### config.mk
export PLATFORM = sky130hd
export DESIGN_NAME = link_bringup_mon
export DESIGN_NICKNAME = d
export VERILOG_FILES = /design/src/rtl/link_bringup_mon.sv
export SDC_FILE = /design/constraint.sdc
export NUM_CORES = 1
export LEC_CHECK = 0
export BUFFER_PORTS_ARGS = -buffer_cell sky130_fd_sc_hd__buf_2
export CAP_MARGIN = 20
export CORE_UTILIZATION = 56
export CTS_CLUSTER_SIZE = 28
export DETAILED_ROUTE_END_ITERATION = 10
export GPL_TIMING_DRIVEN = 0
export HOLD_SLACK_MARGIN = 0.15
export PLACE_DENSITY = 0.86
export SETUP_SLACK_MARGIN = 0.4
export SYNTH_ARGS = -nofsm -noshare
export SYNTH_HDL_FRONTEND = slang
export SYNTH_SLANG_ARGS = --single-unit
export TNS_END_PERCENT = 50
### constraint.sdc
create_clock -name dclk -period 2.7 [get_ports dclk]
set_input_delay 0.405 -clock dclk [delete_from_list [all_inputs] [get_ports dclk]]
set_output_delay 0.405 -clock dclk [all_outputs]
set_load 0.005 [all_outputs]
### src/rtl/link_bringup_mon.sv
// Multi-lane link bring-up monitor: synchronises per-lane GT/block lock and walks the
// RST -> WAIT_GT -> WAIT_BLK -> SETTLE -> LINKED bring-up, with FAIL on timeout or lock loss.
// Optional automatic retry from FAIL is enabled by defining LINK_MON_AUTO_RETRY_EN.

module link_lane_sync (
  input  logic dclk,
  input  logic sys_reset,
  input  logic gt_async,
  input  logic blk_async,
  output logic gt_sync,
  output logic blk_sync
);
  logic [1:0] gt_ff, blk_ff;

  always_ff @(posedge dclk or negedge sys_reset) begin
    if (!sys_reset) begin
      gt_ff  <= '0;
      blk_ff <= '0;
    end else begin
      gt_ff  <= {gt_ff[0], gt_async};
      blk_ff <= {blk_ff[0], blk_async};
    end
  end

  assign gt_sync  = gt_ff[1];
  assign blk_sync = blk_ff[1];
endmodule

module link_bringup_mon #(
  parameter int NUM_LANES  = 4,
  parameter int TIMEOUT_W  = 21,
  parameter int STABLE_CYC = 64,
  parameter int MAX_RETRY  = 3
) (
  input  logic                 dclk,
  input  logic                 sys_reset,
  input  logic [NUM_LANES-1:0] gt_locked,
  input  logic [NUM_LANES-1:0] block_lock,
  input  logic                 restart,
  output logic [2:0]           state,
  output logic [4:0]           completion_status,
  output logic                 gen_restart,
  output logic [NUM_LANES-1:0] lane_lock_mask,
  output logic [15:0]          lock_loss_cnt,
  output logic [1:0]           retry_cnt
);
  typedef enum logic [2:0] {
    S_RST      = 3'd0,
    S_WAIT_GT  = 3'd1,
    S_WAIT_BLK = 3'd2,
    S_SETTLE   = 3'd3,
    S_LINKED   = 3'd4,
    S_FAIL     = 3'd5
  } state_t;

`ifdef LINK_MON_AUTO_RETRY_EN
  localparam bit RETRY_EN = 1'b1;
`else
  localparam bit RETRY_EN = 1'b0;
`endif

  localparam logic [TIMEOUT_W-1:0] TMO_LAST    = TIMEOUT_W'((1 << (TIMEOUT_W-1)) - 1);
  localparam logic [TIMEOUT_W-1:0] STABLE_LAST = TIMEOUT_W'(STABLE_CYC - 1);
  localparam logic [1:0]           RETRY_MAX   = 2'(MAX_RETRY);

  logic [NUM_LANES-1:0] gt_s, blk_s;

  for (genvar i = 0; i < NUM_LANES; i++) begin : g_lane
    link_lane_sync u_sync (
      .dclk      (dclk),
      .sys_reset (sys_reset),
      .gt_async  (gt_locked[i]),
      .blk_async (block_lock[i]),
      .gt_sync   (gt_s[i]),
      .blk_sync  (blk_s[i])
    );
  end

  state_t               st;
  logic [TIMEOUT_W-1:0] tmo_cnt;
  logic [1:0]           retry_q;
  logic                 all_gt, all_blk, tmo;

  assign all_gt  = &gt_s;
  assign all_blk = &blk_s;
  // The phase counter doubles as the SETTLE stability counter since it clears on entry.
  assign tmo     = (tmo_cnt == TMO_LAST);

  always_ff @(posedge dclk or negedge sys_reset) begin
    if (!sys_reset) begin
      st                <= S_RST;
      completion_status <= 5'd31;
      gen_restart       <= 1'b0;
      lock_loss_cnt     <= '0;
      retry_q           <= '0;
      tmo_cnt           <= '0;
    end else begin
      gen_restart <= 1'b0;
      tmo_cnt     <= tmo_cnt + TIMEOUT_W'(1);
      if (st == S_RST) begin
        st                <= S_WAIT_GT;
        completion_status <= 5'd0;
        tmo_cnt           <= '0;
      end else if (restart) begin
        // Restart outranks any timeout or lock change seen in the same cycle.
        st                <= S_WAIT_GT;
        completion_status <= 5'd0;
        gen_restart       <= 1'b1;
        retry_q           <= '0;
        tmo_cnt           <= '0;
      end else begin
        case (st)
          S_WAIT_GT:
            if (all_gt) begin
              st      <= S_WAIT_BLK;
              tmo_cnt <= '0;
            end else if (tmo) begin
              st                <= S_FAIL;
              completion_status <= 5'd10;
              tmo_cnt           <= '0;
            end
          S_WAIT_BLK:
            if (all_blk) begin
              st      <= S_SETTLE;
              tmo_cnt <= '0;
            end else if (tmo) begin
              st                <= S_FAIL;
              completion_status <= (blk_s == '0) ? 5'd2 : 5'd3;
              tmo_cnt           <= '0;
            end
          S_SETTLE:
            if (!(all_gt && all_blk)) begin
              st      <= S_WAIT_BLK;
              tmo_cnt <= '0;
            end else if (tmo_cnt == STABLE_LAST) begin
              st                <= S_LINKED;
              completion_status <= 5'd1;
              gen_restart       <= 1'b1;
              tmo_cnt           <= '0;
            end
          S_LINKED: begin
            tmo_cnt <= '0;
            if (!(all_gt && all_blk)) begin
              st                <= S_FAIL;
              completion_status <= 5'd4;
              if (lock_loss_cnt != 16'hFFFF) lock_loss_cnt <= lock_loss_cnt + 16'd1;
            end
          end
          S_FAIL:
            if (!RETRY_EN) begin
              tmo_cnt <= '0;
            end else if (tmo && (retry_q < RETRY_MAX)) begin
              st                <= S_WAIT_GT;
              completion_status <= 5'd0;
              gen_restart       <= 1'b1;
              retry_q           <= retry_q + 2'd1;
              tmo_cnt           <= '0;
            end
          default: st <= S_RST;
        endcase
      end
    end
  end

  assign state          = st;
  assign lane_lock_mask = blk_s;
  assign retry_cnt      = retry_q;
endmodule
==> results of run 1 <==
## state kept, by name, summed over array words and instances, names as in the netlist
name and cells:
tmo_cnt 21, lock_loss_cnt 16, g_lane.u_sync.blk_ff 8, g_lane.u_sync.gt_ff 8
completion_status 5, state 3, gen_restart 1
## kinds of logic (layout without fill, tap and decap cells)
group,count (synthesis),count (layout),share of synthesized area (%)
AOI/OAI and AO/OA,52,52,12.6
DFF,62,62,53.6
and+or+nand+nor,93,93,18.5
buffers and inverters,18,77,3.66
adders and majority gates,2,2,0.860
xor gates and xnor gates,34,34,10.2
muxes,1,1,0.387
other,1,2,0.129
## worst reg2reg max path, stage by stage (launching register included)
cell,delay (ns)
dfrtp_1,0.37
buf_2,0.18
nor4b_2,0.33
o21ai_1,0.28
a31oi_2,0.45
mux2_2,0.39
## stage by stage
stage,setup slack [ns],utilization (%),hold WS [ns]
after floorplan,0.803,-,0.109
after CTS,0.457,69.9,0.150
after global routing,0.397,70.9,0.151
after detailed placement,0.408,66.1,0.335
final,0.596,70.9,0.164
after global placement,0.497,65.7,0.332
## cells in the mapped netlist, types with 6 or more instances
master,n
and3_1,6
nand4_1,14
buf_4,6
xor2_1,14
nand3_1,13
nor2_1,11
nor3_1,6
dfrtp_1,57
a31oi_1,6
xnor2_1,20
and4_1,6
nand2_1,15
a21oi_1,21
## power by group through the flow
stage	registers (mW)	logic, mW	clock network [mW]
CTS	0.964	0.105	0.728
finish	0.964	0.107	0.712
detailed placement	0.981	0.103	0
global route	0.965	0.120	0.766
global placement	0.980	0.0967	0
floorplan	0.979	0.0557	0
## final timing paths
kind,to,slack (ns),depth (start not counted)
worst max-delay path,lock_loss_cnt[1]$_DFFE_PN0P_,0.60,5
worst min-delay path,g_lane[0].u_sync.gt_ff[0]$_DFF_PN0_,0.16,1
worst max register to register,lock_loss_cnt[1]$_DFFE_PN0P_,0.60,5
worst min register to register,g_lane[2].u_sync.gt_ff[1]$_DFF_PN0_,0.35,0
max in group asynchronous,completion_status[2]$_DFFE_PN1P_,1.52,3
min in group asynchronous,tmo_cnt[4]$_DFF_PN0_,0.54,2
## metal layers
metal / wire [µm] / share of wire, % / up-vias
li1: - / - / 1071
met1: 2610 / 43 / 1098
met2: 2900 / 48 / 87
met3: 404 / 6.7 / 13
met4: 108 / 1.8 / 0
met5: 0 / 0 / -
## cell type report
type / instances / area (µm²) / share of cell area, %
Multi-Input combinational cell: 184 / 1270 / 36.8
Tap cell: 67 / 83.8 / 2.44
Inverter: 3 / 11.3 / 0.327
Buffer: 15 / 96.3 / 2.80
Timing Repair Buffer: 43 / 250 / 7.28
Clock buffer: 9 / 124 / 3.60
Clock inverter: 7 / 50.0 / 1.46
Sequential cell: 62 / 1560 / 45.3
## cells in the final DEF (no fill, tap or decap), types with 9 or more instances in the layout
cell / count
clkbuf_8: 9
buf_2: 39
a21oi_1: 21
xor2_1: 14
nand2_1: 15
xnor2_1: 20
dfrtp_1: 57
nand4_1: 14
nand3_1: 13
nor2_1: 11
## timing repair
| item | 4_1_cts | 5_1_grt |
|---|---|---|
| hold buffers | 1 | 3 |
| setup buffers | 0 | 0 |
| hold endpoints to repair | 18 | 3 |
| gates resized for setup | 0 | 4 |
| setup endpoints to repair | 0 | 18 |
==> flow_summary.json, run 1 <==
{
  "clkLatencyLatePin_ns": 0.34,
  "drv_slew": 0,
  "vdd_drop_max_v": 0.000453,
  "htreeDepth": 3,
  "drc_errors": 0,
  "syn_area_mm2": 0.00291,
  "num_rows": 25,
  "fin_skew_ns": 0.00540,
  "postPlaceCellArea_mm2": 0.00321,
  "p_leak_nw": 1.53,
  "nets": 331,
  "insertedDiodeCount": 0,
  "rsz0062_at_grt": "true",
  "total_power_mw": 1.78,
  "worstMarginPinSlew_ns": 0.737,
  "grt_pass1_wl_mm": 10.0,
  "clock_tree.buffer_depth": 2,
  "setup_viol_count_final": 0,
  "worstHoldStart": "gt_locked[0]",
  "synth_edf_count": 0,
  "status": "finished clean",
  "synth_area_leader_cell": "dfrtp_1",
  "p_sw_uw": 452,
  "p_int_mw": 1.33,
  "grt-busiest-layer": "met2",
  "ys.flop_type": "dfrtp_1",
  "post-dp-hpwl_mm": 4.06,
  "drv_cap": 0,
  "core_area_mm2": 0.00485,
  "critPathMaxFanout": 9,
  "synth_area_leaders": "dfrtp_1 (49%), xnor2_1 (6.0%), dfstp_2 (4.5%)",
  "drtAntennaViolNets": 0,
  "max_clock_freq_ghz": 0.475,
  "numPlacedInstances": 370,
  "ys_seq_area_share_pct": 53.6,
  "postSynthAreaPerCell_um2": 11.1,
  "grt_start_max_net_pins": 45,
  "startpoint": "state[1]$_DFFE_PN0P_",
  "die_h_um": 74.1,
  "wire_per_inst_um": 15.4,
  "crit_buf_inv": 1,
  "cts-root-buf": "clkbuf_8",
  "chipWidth_um": 74.1,
  "required_ns": 2.93,
  "clockPowerShare_pct": 39.9,
  "period_minus_slack_ns": 2.10,
  "synthArstFlopShare_pct": 100,
  "r2r_start": "state[1]$_DFFE_PN0P_",
  "p_per_area_mw_per_mm2": 518,
  "groute.layer.met2.usage_pct": 38.2,
  "cts_tree": "done",
  "layout.cells.non_filler": 390,
  "slowest_delay_ns": 0.45,
  "p_seq_share_pct": 54.1,
  "ios": 42,
  "crit_path_end_kind": "flop",
  "use_met3_pct": 9.76,
  "port-buffer-count": 38,
  "ys_warn_count": 0,
  "clock_sink_count": 62,
  "slowest_stage": "a31oi_2",
  "numCtsBuffers": 9,
  "wl_mm": 6.02,
  "path_cells": "buf_2 > nor4b_2 > o21ai_1 > a31oi_2 > mux2_2",
  "area_growth_syn_to_layout_pct": 18.3,
  "grt_use_met1_pct": 31.7,
  "netlist_instances": 263,
  "routed_via_density": 5.82,
  "synth_seq_cells": 62,
  "crit_arrival_ns": 2.33,
  "drive_gt1_share_pct": 26.0,
  "grt_pass1_vias": 2155,
  "post-synth-top-area-fraction_pct": 49.1,
  "gp_congestion": 0.882,
  "crit_type": "flop to flop",
  "power_frac_comb_pct": 6.0,
  "clkSlewWorstSetupHoldPaths_ns": 0.07,
  "overflow": 0,
  "n_fill_cell": 373,
  "fp.dieArea_mm2": 0.00548,
  "grt.total_usage_pct": 24.9,
  "p_sw_share_pct": 25.4,
  "design_area_mm2": 0.00344,
  "startpoint_type": "flop",
  "path_delay_family": "compound AO/OA/AOI/OAI gates",
  "dr.first_iter.drc_count": 309,
  "tns_ns": 0,
  "fin_crit_sh_pct": 77.9,
  "routed-via-count": 2269,
  "dr.pass1.iters": 4,
  "finalHoldViolCount": 0,
  "slew_headroom_pct": 50.5,
  "antenna_found_initial": 0,
  "initial_core_util_pct": 60.0,
  "hp-class": "input pin to flop",
  "ys_types": 50
}
No activity file was read; power rests on OpenSTA's default activity.
==> run 2, diff against run 1 <==
==> constraint.sdc (replaced) <==
create_clock -name dclk -period 2.07 [get_ports dclk]
set_input_delay 0.3105 -clock dclk [delete_from_list [all_inputs] [get_ports dclk]]
set_output_delay 0.3105 -clock dclk [all_outputs]
set_load 0.005 [all_outputs]
==> flow_summary.json, run 2 (synthesized netlist as in run 1, its figures left out) <==
{
  "status": "finished clean",
  "initial_core_util_pct": 60.0,
  "largest_reg_flops": 21,
  "grt_pass1_wl_mm": 11.0,
  "min_to": "g_lane[2].u_sync.gt_ff[1]$_DFF_PN0_",
  "numCtsBuffers": 9,
  "grt.total_usage_pct": 27.8,
  "die_h_um": 74.1,
  "drive_gt1_share_pct": 38.9,
  "nets": 347,
  "clock_tree.buffer_depth": 2,
  "htreeDepth": 3,
  "p_seq_share_pct": 51.3,
  "total_power_mw": 2.46,
  "clkSlewWorstSetupHoldPaths_ns": 0.08,
  "hp-class": "flop to flop",
  "vdd_drop_max_v": 0.000460,
  "grt_pass1_vias": 2315,
  "fin_skew_ns": 0.00901,
  "chipWidth_um": 74.1,
  "drv_slew": 0,
  "clkLatencyLatePin_ns": 0.35,
  "grt_start_max_net_pins": 44,
  "holdPathStages": 0,
  "cts-root-buf": "clkbuf_8",
  "fin_crit_sh_pct": 94.3,
  "p_int_mw": 1.78,
  "finalHoldViolCount": 0,
  "core_area_mm2": 0.00485,
  "dr.pass1.iters": 4,
  "period_minus_slack_ns": 1.95,
  "regMostFlops": "tmo_cnt",
  "required_ns": 2.36,
  "num_rows": 25,
  "crit_arrival_ns": 2.24,
  "insertedDiodeCount": 0,
  "max_clock_freq_ghz": 0.512,
  "antenna_found_initial": 0,
  "clockPowerShare_pct": 41.3,
  "startpoint": "tmo_cnt[0]$_DFF_PN0_",
  "r2r_cells": 6,
  "worstHoldStart": "g_lane[2].u_sync.gt_ff[0]$_DFF_PN0_",
  "area_growth_syn_to_layout_pct": 30.9,
  "routed-via-count": 2435,
  "wire_per_inst_um": 18.4,
  "power_frac_comb_pct": 7.5,
  "final_common_cell": "dfrtp_1",
  "slew_headroom_pct": 57.8,
  "r2r_start": "tmo_cnt[0]$_DFF_PN0_",
  "drv_cap": 0,
  "ios": 42,
  "p_leak_nw": 1.63,
  "setup_viol_count_final": 0,
  "n_fill_cell": 276,
  "tns_ns": 0,
  "startpoint_type": "flop",
  "drc_errors": 0,
  "worstMarginPinSlew_ns": 0.628,
  "overflow": 0,
  "fp.dieArea_mm2": 0.00548,
  "p_sw_share_pct": 27.5,
  "mostFrequentLayoutCells": "dfrtp_1 (49), buf_2 (38), xnor2_1 (20), buf_4 (17), a21oi_2 (16)",
  "post-dp-hpwl_mm": 4.26,
  "port-buffer-count": 38,
  "routed_via_density": 6.00,
  "reg2reg_slack_ns": 0.12,
  "largest_registers": "tmo_cnt x21, lock_loss_cnt x16",
  "cts_tree": "done",
  "wl_mm": 7.46,
  "gp_congestion": 0.926,
  "p_per_area_mw_per_mm2": 646,
  "rr_endpoint": "completion_status[0]$_DFFE_PN1P_",
  "critPathMaxFanout": 4,
  "holdWs_ns": 0.353,
  "rsz0062_at_grt": "true",
  "crit_path_end_kind": "flop",
  "crit_type": "flop to flop",
  "clock_sink_count": 62,
  "drtAntennaViolNets": 0,
  "dr.first_iter.drc_count": 313,
  "p_sw_uw": 676
}
[run 2: cell types whose count changed in the layout (fill, tap and decap cells not counted), sizes merged]
| cell | previous run | this run |
|---|---|---|
| clkinvlp | 3 | 1 |
| clkinv | 3 | 2 |
| buf | 49 | 62 |
| clkbuf | 14 | 12 |
| inv | 4 | 7 |
| dlygate4sd3 | 4 | 9 |
[run 2: worst max path at each step]
| stage | endpoint | slack (ns) | cells after the start |
|---|---|---|---|
| 3_3_place_gp | tmo_cnt[20]$_DFF_PN0_ | 0.05 | 6 |
| 5_1_grt | completion_status[0]$_DFFE_PN1P_ | 0.04 | 6 |
| 4_1_cts | tmo_cnt[14]$_DFF_PN0_ | 0.15 | 6 |
| 2_1_floorplan | tmo_cnt[0]$_DFF_PN0_ | 0.30 | 6 |
| 6_report | completion_status[0]$_DFFE_PN1P_ | 0.12 | 6 |
| 3_5_place_dp | tmo_cnt[20]$_DFF_PN0_ | 0.02 | 6 |
[run 2: repair_timing]
| item | 4_1_cts | 5_1_grt |
|---|---|---|
| resized for setup | 20 | 36 |
| pin swaps | 1 | 6 |
| endpoints found under the setup margin | 45 | 46 |
| cloned | 2 | 0 |
| hold buffers | 9 | 0 |
| buffers inserted | 3 | 6 |
| hold endpoints to repair | 27 | 0 |
[run 2: worst max-delay path, stage by stage, from the launching register on]
cell and delay, ns:
dfrtp_1 0.42, ha_4 0.18, nand2_1 0.13, or2_2 0.37
nor4_4 0.39, or3_1 0.22, a32o_1 0.18
[run 2: area by class of cell]
cell class	count	area (µm²)	share of cell area, %
sequential	62	1570	41.2
buffer	15	110	2.89
inverter	3	11.3	0.296
clock buffer	9	124	3.25
multi-input combinational	184	1460	38.3
tap	67	83.8	2.20
timing repair buffer	59	390	10.3
clock inverter	7	62.6	1.64
[run 2: power by group through the flow]
stage / registers, mW / clock network, mW / logic [mW]
after global placement: 1.28 / 0 / 0.128
after detailed placement: 1.28 / 0 / 0.135
after floorplan: 1.28 / 0 / 0.0739
after CTS: 1.26 / 1.02 / 0.163
final: 1.26 / 1.01 / 0.184
after global routing: 1.26 / 1.08 / 0.200
[run 2: per-layer routing]
metal / GRT usage (%) / wire length, µm
met4: 11.5 / 161
met1: 34.7 / 3030
met2: 45.6 / 3850
met5: 0 / 0
met3: 8.13 / 425
[run 2: metrics by stage]
stage | setup WS, ns | std cells | utilization [%] | cell area (µm²)
final | 0.118 | 406 | 78.5 | 3810
after global routing | 0.0421 | 406 | 78.5 | 3810
after CTS | 0.148 | 400 | 74.7 | 3620
after detailed placement | 0.0233 | 370 | 66.8 | 3240
after global placement | 0.0482 | 369 | 66.4 | 3220
after floorplan | 0.297 | 264 | - | 2950
==> run 3, diff against run 2 <==
--- a/config.mk
+++ b/config.mk
@@ -7,14 +7,15 @@
 export LEC_CHECK = 0
 export BUFFER_PORTS_ARGS = -buffer_cell sky130_fd_sc_hd__buf_2
 export CAP_MARGIN = 20
-export CORE_UTILIZATION = 56
+export CORE_UTILIZATION = 57
 export CTS_CLUSTER_SIZE = 28
 export DETAILED_ROUTE_END_ITERATION = 10
 export GPL_TIMING_DRIVEN = 0
 export HOLD_SLACK_MARGIN = 0.15
-export PLACE_DENSITY = 0.86
+export PLACE_DENSITY = 0.87
 export SETUP_SLACK_MARGIN = 0.4
 export SYNTH_ARGS = -nofsm -noshare
 export SYNTH_HDL_FRONTEND = slang
+export SYNTH_HIERARCHICAL = 1
 export SYNTH_SLANG_ARGS = --single-unit
 export TNS_END_PERCENT = 50
==> constraint.sdc (replaced) <==
create_clock -name dclk -period 2.2 [get_ports dclk]
set_input_delay 0.33 -clock dclk [delete_from_list [all_inputs] [get_ports dclk]]
set_output_delay 0.33 -clock dclk [all_outputs]
set_load 0.005 [all_outputs]
==> flow_summary.json, run 3 <==
{
  "holdPathStages": 2,
  "wl_mm": 7.99,
  "min_to": "state[2]$_DFFE_PN0P_",
  "ys.flop_type": "dfrtp_1",
  "post-synth-top-area-fraction_pct": 47.1,
  "drv_slew": 0,
  "drtAntennaViolNets": 0,
  "postPlaceCellArea_mm2": 0.00335,
  "mostFrequentLayoutCells": "dfrtp_1 (47), buf_2 (38), nand3_1 (24), buf_4 (22), xnor2_1 (18)",
  "wire_per_inst_um": 18.2,
  "n_fill_cell": 261,
  "grt.total_usage_pct": 25.9,
  "worstMarginPinSlew_ns": 0.800,
  "slew_headroom_pct": 46.7,
  "p_leak_nw": 1.83,
  "gp_congestion": 0.920,
  "area_growth_syn_to_layout_pct": 36.6,
  "hp-class": "input pin to flop",
  "ys_types": 53,
  "required_ns": 2.44,
  "numCtsBuffers": 9,
  "syn_area_mm2": 0.00303,
  "ios": 42,
  "clkSlewWorstSetupHoldPaths_ns": 0.08,
  "grt_use_met1_pct": 34.8,
  "r2r_cells": 7,
  "synth_area_leader_cell": "dfrtp_1",
  "antenna_found_initial": 0,
  "num_rows": 26,
  "routed_via_density": 6.10,
  "fin_skew_ns": 0.0135,
  "synth_edf_count": 0,
  "synth_seq_cells": 62,
  "tns_ns": 0,
  "period_minus_slack_ns": 2.05,
  "crit_path_end_kind": "flop",
  "finalHoldViolCount": 0,
  "htreeDepth": 3,
  "synth_area_leaders": "dfrtp_1 (47%), xnor2_1 (5.2%), xor2_1 (4.6%)",
  "crit_arrival_ns": 2.29,
  "critPathMaxFanout": 4,
  "postLayoutCoreUtil_pct": 81.0,
  "cts-root-buf": "clkbuf_8",
  "crit_type": "flop to flop",
  "port-buffer-count": 38,
  "grt_pass1_wl_mm": 10.6,
  "use_met3_pct": 6.96,
  "max_clock_freq_ghz": 0.488,
  "holdWs_ns": 0.236,
  "cts_tree": "done",
  "synth_commonest_cells": "dfrtp_1 (57), nand3_1 (26), nor3_1 (25)",
  "startpoint_type": "flop",
  "ys_seq_area_share_pct": 51.4,
  "clock_sink_count": 62,
  "die_h_um": 74.9,
  "rr_endpoint": "lock_loss_cnt[12]$_DFFE_PN0P_",
  "nets": 377,
  "fin_crit_sh_pct": 93.1,
  "largest_reg_flops": 21,
  "routed-via-count": 2677,
  "regMostFlops": "tmo_cnt",
  "postSynthAreaPerCell_um2": 10.8,
  "synthArstFlopShare_pct": 100,
  "final_common_cell": "dfrtp_1",
  "grt_pass1_vias": 2275,
  "design_area_mm2": 0.00414,
  "p_per_area_mw_per_mm2": 868,
  "total_power_mw": 3.59,
  "drv_cap": 0,
  "rsz0062_at_grt": "true",
  "chipWidth_um": 74.9,
  "clkLatencyLatePin_ns": 0.35,
  "drive_gt1_share_pct": 39.3,
  "worstHoldStart": "restart",
  "overflow": 0,
  "initial_core_util_pct": 59.3,
  "setup_viol_count_final": 0,
  "vdd_drop_max_v": 0.000623,
  "groute.layer.met2.usage_pct": 39.8,
  "ys_warn_count": 6,
  "core_area_mm2": 0.00511,
  "synthMostInstantiatedCell": "dfrtp_1",
  "netlist_instances": 280,
  "insertedDiodeCount": 0,
  "dr.first_iter.drc_count": 400,
  "largest_registers": "tmo_cnt x21, lock_loss_cnt x16",
  "grt_start_max_net_pins": 38,
  "post-dp-hpwl_mm": 4.30,
  "status": "finished clean",
  "dr.pass1.iters": 5,
  "drc_errors": 0,
  "grt-busiest-layer": "met2",
  "clock_tree.buffer_depth": 2,
  "fp.dieArea_mm2": 0.00561,
  "r2r_start": "g_lane[3].u_sync/blk_ff[1]$_DFF_PN0_",
  "reg2reg_slack_ns": 0.15
}
[run 3: changes by cell type in the layout (fill, tap and decap cells not counted), moves of 4 or more]
cell	delta
a31oi_1	-4
nor3_1	+10
mux2_4	+5
a21oi_2	-16
buf_8	+4
nor3_2	+6
nand3_1	+12
buf_4	+5
nor2_1	+5
[run 3: through the flow]
step           instances  setup WS (ns)
2_1_floorplan        281          0.298
3_3_place_gp         389          0.111
3_5_place_dp         390         0.0982
4_1_cts              429          0.284
5_1_grt              439          0.101
6_report             439          0.152
[run 3: worst max-delay path by stage]
stage | startpoint | end | cells after the start
after floorplan | lock_loss_cnt[0]$_DFFE_PN0P_ | lock_loss_cnt[1]$_DFFE_PN0P_ | 7
after global placement | tmo_cnt[0]$_DFF_PN0_ | tmo_cnt[20]$_DFF_PN0_ | 7
after detailed placement | g_lane[2].u_sync/blk_ff[1]$_DFF_PN0_ | lock_loss_cnt[7]$_DFFE_PN0P_ | 7
after CTS | g_lane[3].u_sync/blk_ff[1]$_DFF_PN0_ | lock_loss_cnt[12]$_DFFE_PN0P_ | 7
after global routing | g_lane[3].u_sync/blk_ff[1]$_DFF_PN0_ | lock_loss_cnt[12]$_DFFE_PN0P_ | 7
final | g_lane[3].u_sync/blk_ff[1]$_DFF_PN0_ | lock_loss_cnt[12]$_DFFE_PN0P_ | 7
[run 3: routing by layer]
metal	up-vias	part of all wire, %
met1	1283	40
li1	1169	-
met4	0	4.2
met3	43	8.4
met5	-	0
met2	182	47
[run 3: layout make-up]
type | instances | area, µm² | area share (%)
clock buffer | 10 | 138 | 3.33
buffer | 14 | 144 | 3.48
multi-input combinational | 202 | 1560 | 37.6
sequential | 62 | 1570 | 37.9
tap | 70 | 87.6 | 2.12
inverter | 3 | 11.3 | 0.272
clock inverter | 6 | 92.6 | 2.24
timing repair buffer | 72 | 541 | 13.1
[run 3: critical path, cell delays in order (launching register included)]
cell and delay, ns:
dfrtp_1 0.39, and4_1 0.20, clkbuf_8 0.14, or3_1 0.31
nand4_1 0.22, buf_4 0.18, or3b_4 0.37, xnor2_1 0.13
[run 3: cells by family (layout without fill, tap and decap cells)]
family          Yosys count  after routing  share of synthesized area [%]
other cells               1              2                          0.124
xor+xnor                 34             34                           9.83
simple gates            136            136                           25.5
fa+ha+maj                 2              2                          0.826
flops                    62             62                           51.4
buf+inv                  17            105                           3.67
compound gates           22             22                           5.91
mux                       6              6                           2.73
[run 3: power breakdown]
part / switching [mW] / total (mW) / leakage [nW] / internal [mW]
logic: 0.560 / 1.12 / 0.938 / 0.559
clock network: 0.474 / 1.15 / 0.109 / 0.674
registers: 0.0888 / 1.33 / 0.787 / 1.24
[run 3: timing repair]
action / in CTS / in global routing
hold buffers: 9 / 0
buffers inserted: 14 / 7
cloned: 0 / 3
setup endpoints to repair: 44 / 44
gates resized for setup: 16 / 43
pin swaps: 9 / 19
hold endpoints to repair: 29 / 0
